**src/rtl/pipeline_fetch_if.sv**
```systemverilog
// Instruction memory bus between the fetch stage (master) and a synchronous-read
// instruction memory (slave) with one cycle of read latency.
interface pipeline_fetch_if #(
    parameter int unsigned IR_W = 16
);
    logic [8:0]      imem_addr;
    logic [IR_W-1:0] imem_rdata;

    modport master (output imem_addr, input imem_rdata);
    modport slave  (input imem_addr, output imem_rdata);
endinterface

```
**src/rtl/pipeline_fetch.sv**
```systemverilog
// Instruction fetch stage: fetch PC, one-entry skid for stalls, redirect flush, HALT freeze.
// Optional perf counters (fetch_count, stall_cycles) are built only with FETCH_PERF_EN.
module pipeline_fetch #(
    parameter int unsigned     PC_W      = 8,
    parameter int unsigned     IR_W      = 16,
    parameter logic [PC_W-1:0] RESET_PC  = '0,
    parameter logic [IR_W-1:0] HALT_IR   = 16'hE000,
    parameter logic [IR_W-1:0] BUBBLE_IR = '0
) (
    input  logic                clk,
    input  logic                rst,
    input  logic                stall,
    input  logic                redirect,
    input  logic [PC_W-1:0]     redirect_pc,
    pipeline_fetch_if.master    imem,
    output logic [IR_W-1:0]     IR_out,
    output logic [PC_W-1:0]     PC_out,
    output logic                valid_out,
    output logic                halted,
    output logic [15:0]         fetch_count,
    output logic [15:0]         stall_cycles
);

    localparam logic [0:0] StRun  = 1'b0;
    localparam logic [0:0] StHalt = 1'b1;

    logic [0:0]      state_q, state_d;
    logic [PC_W-1:0] fetch_pc_q, fetch_pc_d;
    logic [PC_W-1:0] inflight_pc_q, inflight_pc_d;
    logic            inflight_valid_q, inflight_valid_d;
    logic [IR_W-1:0] skid_ir_q, skid_ir_d;
    logic [PC_W-1:0] skid_pc_q, skid_pc_d;
    logic            skid_valid_q, skid_valid_d;
    logic [IR_W-1:0] ir_q, ir_d;
    logic [PC_W-1:0] pc_q, pc_d;
    logic            valid_q, valid_d;
    logic            load_valid;

    assign imem.imem_addr = 9'(fetch_pc_q);
    assign IR_out         = ir_q;
    assign PC_out         = pc_q;
    assign valid_out      = valid_q;
    assign halted         = (state_q == StHalt);

    always_comb begin
        state_d          = state_q;
        fetch_pc_d       = fetch_pc_q;
        inflight_pc_d    = inflight_pc_q;
        inflight_valid_d = inflight_valid_q;
        skid_ir_d        = skid_ir_q;
        skid_pc_d        = skid_pc_q;
        skid_valid_d     = skid_valid_q;
        ir_d             = ir_q;
        pc_d             = pc_q;
        valid_d          = valid_q;
        load_valid       = 1'b0;

        if (redirect) begin
            fetch_pc_d       = redirect_pc;
            inflight_valid_d = 1'b0;
            skid_valid_d     = 1'b0;
            valid_d          = 1'b0;
            ir_d             = BUBBLE_IR;
            pc_d             = '0;
            state_d          = StRun;
        end else if (stall) begin
            // Park the returning read so the held fetch_pc can be re-issued on release.
            if (inflight_valid_q && !skid_valid_q) begin
                skid_ir_d    = imem.imem_rdata;
                skid_pc_d    = inflight_pc_q;
                skid_valid_d = 1'b1;
            end
            inflight_valid_d = 1'b0;
        end else if (state_q == StHalt) begin
            inflight_valid_d = 1'b0;
            skid_valid_d     = 1'b0;
            valid_d          = 1'b0;
            ir_d             = BUBBLE_IR;
            pc_d             = '0;
        end else begin
            fetch_pc_d       = fetch_pc_q + PC_W'(1);
            inflight_pc_d    = fetch_pc_q;
            inflight_valid_d = 1'b1;
            if (skid_valid_q) begin
                ir_d         = skid_ir_q;
                pc_d         = skid_pc_q;
                valid_d      = 1'b1;
                skid_valid_d = 1'b0;
                load_valid   = 1'b1;
            end else begin
                valid_d    = inflight_valid_q;
                ir_d       = inflight_valid_q ? imem.imem_rdata : BUBBLE_IR;
                pc_d       = inflight_valid_q ? inflight_pc_q : '0;
                load_valid = inflight_valid_q;
            end
            if (load_valid && (ir_d == HALT_IR)) begin
                state_d          = StHalt;
                inflight_valid_d = 1'b0;
            end
        end
    end

    always_ff @(posedge clk) begin
        if (rst) begin
            state_q          <= StRun;
            fetch_pc_q       <= RESET_PC;
            inflight_pc_q    <= '0;
            inflight_valid_q <= 1'b0;
            skid_ir_q        <= BUBBLE_IR;
            skid_pc_q        <= '0;
            skid_valid_q     <= 1'b0;
            ir_q             <= BUBBLE_IR;
            pc_q             <= '0;
            valid_q          <= 1'b0;
        end else begin
            state_q          <= state_d;
            fetch_pc_q       <= fetch_pc_d;
            inflight_pc_q    <= inflight_pc_d;
            inflight_valid_q <= inflight_valid_d;
            skid_ir_q        <= skid_ir_d;
            skid_pc_q        <= skid_pc_d;
            skid_valid_q     <= skid_valid_d;
            ir_q             <= ir_d;
            pc_q             <= pc_d;
            valid_q          <= valid_d;
        end
    end

`ifdef FETCH_PERF_EN
    logic [15:0] fetch_count_q, stall_cycles_q;

    always_ff @(posedge clk) begin
        if (rst) begin
            fetch_count_q  <= '0;
            stall_cycles_q <= '0;
        end else begin
            if (load_valid && (fetch_count_q != 16'hFFFF)) begin
                fetch_count_q <= fetch_count_q + 16'd1;
            end
            if (stall && (stall_cycles_q != 16'hFFFF)) begin
                stall_cycles_q <= stall_cycles_q + 16'd1;
            end
        end
    end

    assign fetch_count  = fetch_count_q;
    assign stall_cycles = stall_cycles_q;
`else
    assign fetch_count  = 16'h0000;
    assign stall_cycles = 16'h0000;
`endif

endmodule
```
**src/flat_wrapper.sv**
```systemverilog
// flat-port wrapper written by rule: the top's interface ports become plain ports
module pipeline_fetch_flat 
#(
    parameter int unsigned     PC_W      = 8,
    parameter int unsigned     IR_W      = 16,
    parameter logic [PC_W-1:0] RESET_PC  = '0,
    parameter logic [IR_W-1:0] HALT_IR   = 16'hE000,
    parameter logic [IR_W-1:0] BUBBLE_IR = '0
)
  (clk, rst, stall, redirect, redirect_pc, IR_out, PC_out, valid_out, halted, fetch_count, stall_cycles, imem_imem_addr, imem_imem_rdata);
  pipeline_fetch_if #(.IR_W(IR_W)) imem_i ();
  input  logic clk;
  input  logic rst;
  input  logic stall;
  input  logic redirect;
  input  logic [PC_W-1:0] redirect_pc;
  output logic [IR_W-1:0] IR_out;
  output logic [PC_W-1:0] PC_out;
  output logic valid_out;
  output logic halted;
  output logic [15:0] fetch_count;
  output logic [15:0] stall_cycles;
  output wire logic [$bits(imem_i.imem_addr)-1:0] imem_imem_addr;
  input wire logic [$bits(imem_i.imem_rdata)-1:0] imem_imem_rdata;
  assign imem_imem_addr = imem_i.imem_addr;
  assign imem_i.imem_rdata = imem_imem_rdata;
  pipeline_fetch #(.PC_W(PC_W), .IR_W(IR_W), .RESET_PC(RESET_PC), .HALT_IR(HALT_IR), .BUBBLE_IR(BUBBLE_IR)) u_core (.clk(clk), .rst(rst), .stall(stall), .redirect(redirect), .redirect_pc(redirect_pc), .imem(imem_i), .IR_out(IR_out), .PC_out(PC_out), .valid_out(valid_out), .halted(halted), .fetch_count(fetch_count), .stall_cycles(stall_cycles));
endmodule
```
**config.mk**
```make
export PLATFORM = sky130hd
export DESIGN_NAME = pipeline_fetch_flat
export DESIGN_NICKNAME = d
export VERILOG_FILES = /design/src/rtl/pipeline_fetch_if.sv /design/src/rtl/pipeline_fetch.sv /design/src/flat_wrapper.sv
export SDC_FILE = /design/constraint.sdc
export NUM_CORES = 1
export LEC_CHECK = 0
export CAP_MARGIN = 20
export CORE_ASPECT_RATIO = 0.6
export CORE_MARGIN = 2
export CORE_UTILIZATION = 50
export DETAILED_ROUTE_END_ITERATION = 10
export PLACE_DENSITY = 0.85
export SYNTH_ARGS = -nofsm -noshare
export SYNTH_HDL_FRONTEND = slang
export SYNTH_SLANG_ARGS = --single-unit
```
**constraint.sdc**
```tcl
create_clock -name clk -period 4.28 [get_ports clk]
set_input_delay 1.284 -clock clk [delete_from_list [all_inputs] [get_ports clk]]
set_output_delay 1.284 -clock clk [all_outputs]
set_load 0.05 [all_outputs]
```
## After elaboration in Yosys (flattened, before gate mapping)

Cells that the tools add are included.

- Bits in registers: 68
- Input bits: 28
- Logic and storage cells: 46
- Output and inout bits: 67

- Multiplexer cells: 20
- Bitwise gates (word level): 3
- Reductions and logical operators: 9
- $add $sub $neg: 1
- Equal/unequal tests: 3

Operators by type and width:

| kind | count |
|---|---|
| $mux 16 | 6 |
| $mux 8 | 6 |
| $eq 16x16->1 const B | 1 |
| $add 8x1->8 const B | 1 |
| $mux 1 | 8 |
| $reduce_and 3->1 | 2 |
| $reduce_or 4->1 | 1 |
| $not 1->1 | 3 |
| $reduce_or 3->1 | 1 |
| $logic_and 1x1->1 | 2 |
| $ne 2x1->1 const B | 1 |
| $ne 2x2->1 const B | 1 |
| $reduce_and 2->1 | 1 |
| $reduce_or 2->1 | 1 |
| $logic_not 1->1 | 1 |

## Depth between registers and ports, before layout

- Word-level depth: 9
- Depth in mapped cells: 7
- Mapped depth without buffers: 5

## Worst setup path after synthesis

OpenSTA, ideal clock, no wires.

- Path type: input to register
- From: in redirect
- To: reg u_core.ir_q[10], in the netlist u_core.IR_out[10]
- Stages: 7
- Data arrival time: 2.377 ns
- Library setup time: 0.074 ns
- Path slack: 1.829 ns
- Path buffers: 3
- Data required time: 4.206 ns
- Path through: buf_2 > nor2_1 > and2_1 > clkbuf_1 > buf_2 > nand2_1 > o21ai_0

- Word-level cells in the longest chain between the ends: 1

RTL lines:

| item | RTL line | RTL |
|---|---|---|
| start, declared | flat_wrapper.sv:15 | `input logic redirect;` |
| $reduce_or 2->1 (no line) | -- |  |
| end signal, assigned | pipeline_fetch.sv:123 | `ir_q <= ir_d;` |
| end, declared | pipeline_fetch.sv:34 | `logic [IR_W-1:0] ir_q, ir_d;` |

Every way passes these cells.
A chain may end at the register's enable or synchronous reset.

==> summary.txt <==
Resized Gates After CTS: 0
Worst Skew: 0.00637 ns
All-Layer GR Usage: 22.0%
Share of cells above drive strength 1: 5.66%
Final Power: 1350 uW
CTS sink cnt: 68
Min Clock Period, post-route: 3.27 ns
Synth cell types: 44
DRT Pass-1 Iters: 5
Syn_area_per_cell: 8.02 um2
Diode count: 0
Placed instance area: 3630 um2
Slew headroom: 40.8%
Status: completed
Drt initial violations: 159
Uppermost layer routed: met4
Largest family of logic cells by synthesized area: simple AND/OR/NAND/NOR gates
Leak pwr: 0.00142 uW
Post-synth EDFFs: 0
GP Congestion: 0.811
CORE AREA: 6060 um2
Horiz. Die Dim: 106 um
Number of hold violations in the final report: 0
Top post-synthesis cells by area: dfxtp_1, nand2_1, buf_4
Root Driver: clkbuf_8
WL met2: 3180 um
Vias in the first global route: 2,426
Drt drc: 0
Area Growth Syn to Fin: 22.9%
TNS Setup: 0 ns
Rows: 22
H-tree Lvls: 3
Pwr Density: 353 nW/um2
Synth Area in Simple Gates: 22.3%
Total CTS buffers: 9
Design area: 3820 um2
Wl on met1: 3420 um
Fin. max-slew vios: 0
Worst EP arrival: 3.55 ns
Initial antenna violation count: 0
Fmax: 0.306 GHz
Synth Register Bits: 68
XOR/XNOR share of the synthesized area: 1.69%
CTS tree: done
Yosys warnings: 0
Die area: 6880 um2
Initial Utilization: 51.3%
Worst EP required: 4.57 ns
Min-delay worst type: register to register
Main synth FF type: dfxtp_1
PortBufs: 61
Largest net degree at the start of global routing: 44
Post-Layout Cell Count: 526
Synthesized area: 3100 um2
Area share of the largest cell type after synthesis: 43.9%
GR Overflow Total: 0
Postcts setup bufs: 0
Register area share after synthesis: 43.9%
Hold buffers post-CTS: 0
Setup-failing EPs final: 0
Setup WS pre-CTS: 0.777 ns
Worst slew pin tran: 0.887 ns
Mapped Cells: 387
Synth Area in Adders: 0.403%
Startpoint types: input pin
Setup Crit Path Kind: input pin to register
Vias: 2,667
Remaining antenna violation count: 0
Cell taking the most area after synthesis: dfxtp_1
Placed cell count: 511
Final #Nets: 467
DR WL met3: 634 um
WL/cell: 13.9 um
Setup crit end kind: register
Hpwl dp: 5080 um
Die Height: 65.0 um
First-pass GRT wire length: 11,700 um
Final WS setup: 1.01 ns
Tcrit/Tclk final: 76.3%
Clk Latency, worst-skew pair: 0.34 ns
Max Root-Sink Buffers: 2
Mux contribution to synthesized area: 2.90%
Clock transition at path regs: 0.07 ns
RSZ-0062 raised after global routing: no
Max rail drop VDD: 184 uV
DR vias/cell: 5.07
Worst-path fanout max: 20
Num ports: 95
Post-synthesis compound-gate area fraction: 16.6%
Max-Cap Viols: 0
Post-Route WL: 7290 um
FILL cells: 525
Ys async rst share: 0%
flip-flops by register name (all words and copies together), names as in the netlist:
name / count
u_core.inflight_pc_q: 8
u_core.valid_out: 1
u_core.skid_valid_q: 1
u_core.PC_out: 8
u_core.inflight_valid_q: 1
u_core.skid_ir_q: 16
u_core.halted: 1
u_core.fetch_pc_q: 8
u_core.IR_out: 16
u_core.skid_pc_q: 8
layout make-up:
type / count / area, um2 / share of cell area, %
Multi-Input combinational cell: 290 / 1500 / 39.4
Clock inverter: 2 / 35.0 / 0.918
Tap cell: 84 / 105 / 2.75
Inverter: 2 / 7.51 / 0.197
Timing Repair Buffer: 67 / 656 / 17.2
Clock buffer: 13 / 149 / 3.90
Sequential cell: 68 / 1360 / 35.7
critical path, stage by stage:
cell	delay (ns)
clkdlybuf4s50_1	0.64
nor2_1	0.62
nand2_1	0.59
a21oi_1	0.31
a21o_1	0.10
per-layer routing:
layer	vias up	track usage (%)
met3	8	6.84
met1	1206	31.2
met2	121	31.5
li1	1332	-
met4	0	7.24
met5	-	0
synthesized netlist by cell type (2+ instances only):
cell type	n
buf_2	12
a32o_1	5
a211oi_1	4
xnor2_1	2
dfxtp_1	68
nor2b_1	2
a21o_1	2
xor2_1	4
inv_1	2
clkbuf_1	12
and3b_1	2
nor2_1	31
nor3_1	2
a22oi_1	2
nor4_1	3
and3_1	2
a21oi_1	42
o21ai_0	23
buf_4	33
mux2i_1	9
nand2_1	99
nand3b_1	2
a311oi_1	2
and2_1	2
stage by stage:
step	util, %	hold WS, ns
global route	63.0	0.479
detailed placement	60.0	0.443
floorplan	-	0.436
finish	63.0	0.452
CTS	63.0	0.457
global placement	60.0	0.434
where the power goes:
part / total [uW] / internal, uW / leakage, uW / switching (uW)
registers: 657 / 645 / 0.000551 / 12.8
logic: 190 / 52.6 / 0.000773 / 138
clock network: 500 / 282 / 0.0000935 / 219
total: 1350 / 979 / 0.00142 / 369
logic make-up (layout without fill, tap and decap cells):
logic type,after synthesis,after routing
xor+xnor,6,6
buf+inv,61,84
other cells,1,33
fa+ha+maj,1,1
mux,9,9
simple gates,156,156
flops,68,68
compound gates,85,85
layout by cell type, fill, tap and decap left out, types with 3 or more instances in the layout:
cell type,synthesis,routed
a211oi_1,4,4
nor4_1,3,3
clkbuf_8,0,10
buf_4,33,6
clkbuf_1,12,3
nand2_1,99,99
conb_1,1,33
a21oi_1,42,42
xor2_1,4,4
a32o_1,5,5
o21ai_0,23,23
mux2i_1,9,9
dfxtp_1,68,68
nor2_1,31,31
clkdlybuf4s50_1,0,61
path summary, 6_finish.rpt:
check / from / to / slack [ns] / depth (start not counted)
worst min-delay path: u_core.IR_out[11] / u_core.IR_out[11] / 0.45 / 2
worst max-delay path: stall / u_core.IR_out[13] / 1.01 / 5
worst min register to register: u_core.IR_out[11] / u_core.IR_out[11] / 0.45 / 2
worst max register to register: u_core.halted / u_core.IR_out[13] / 2.29 / 4
Note: power is estimated with default switching activity, not from simulation.
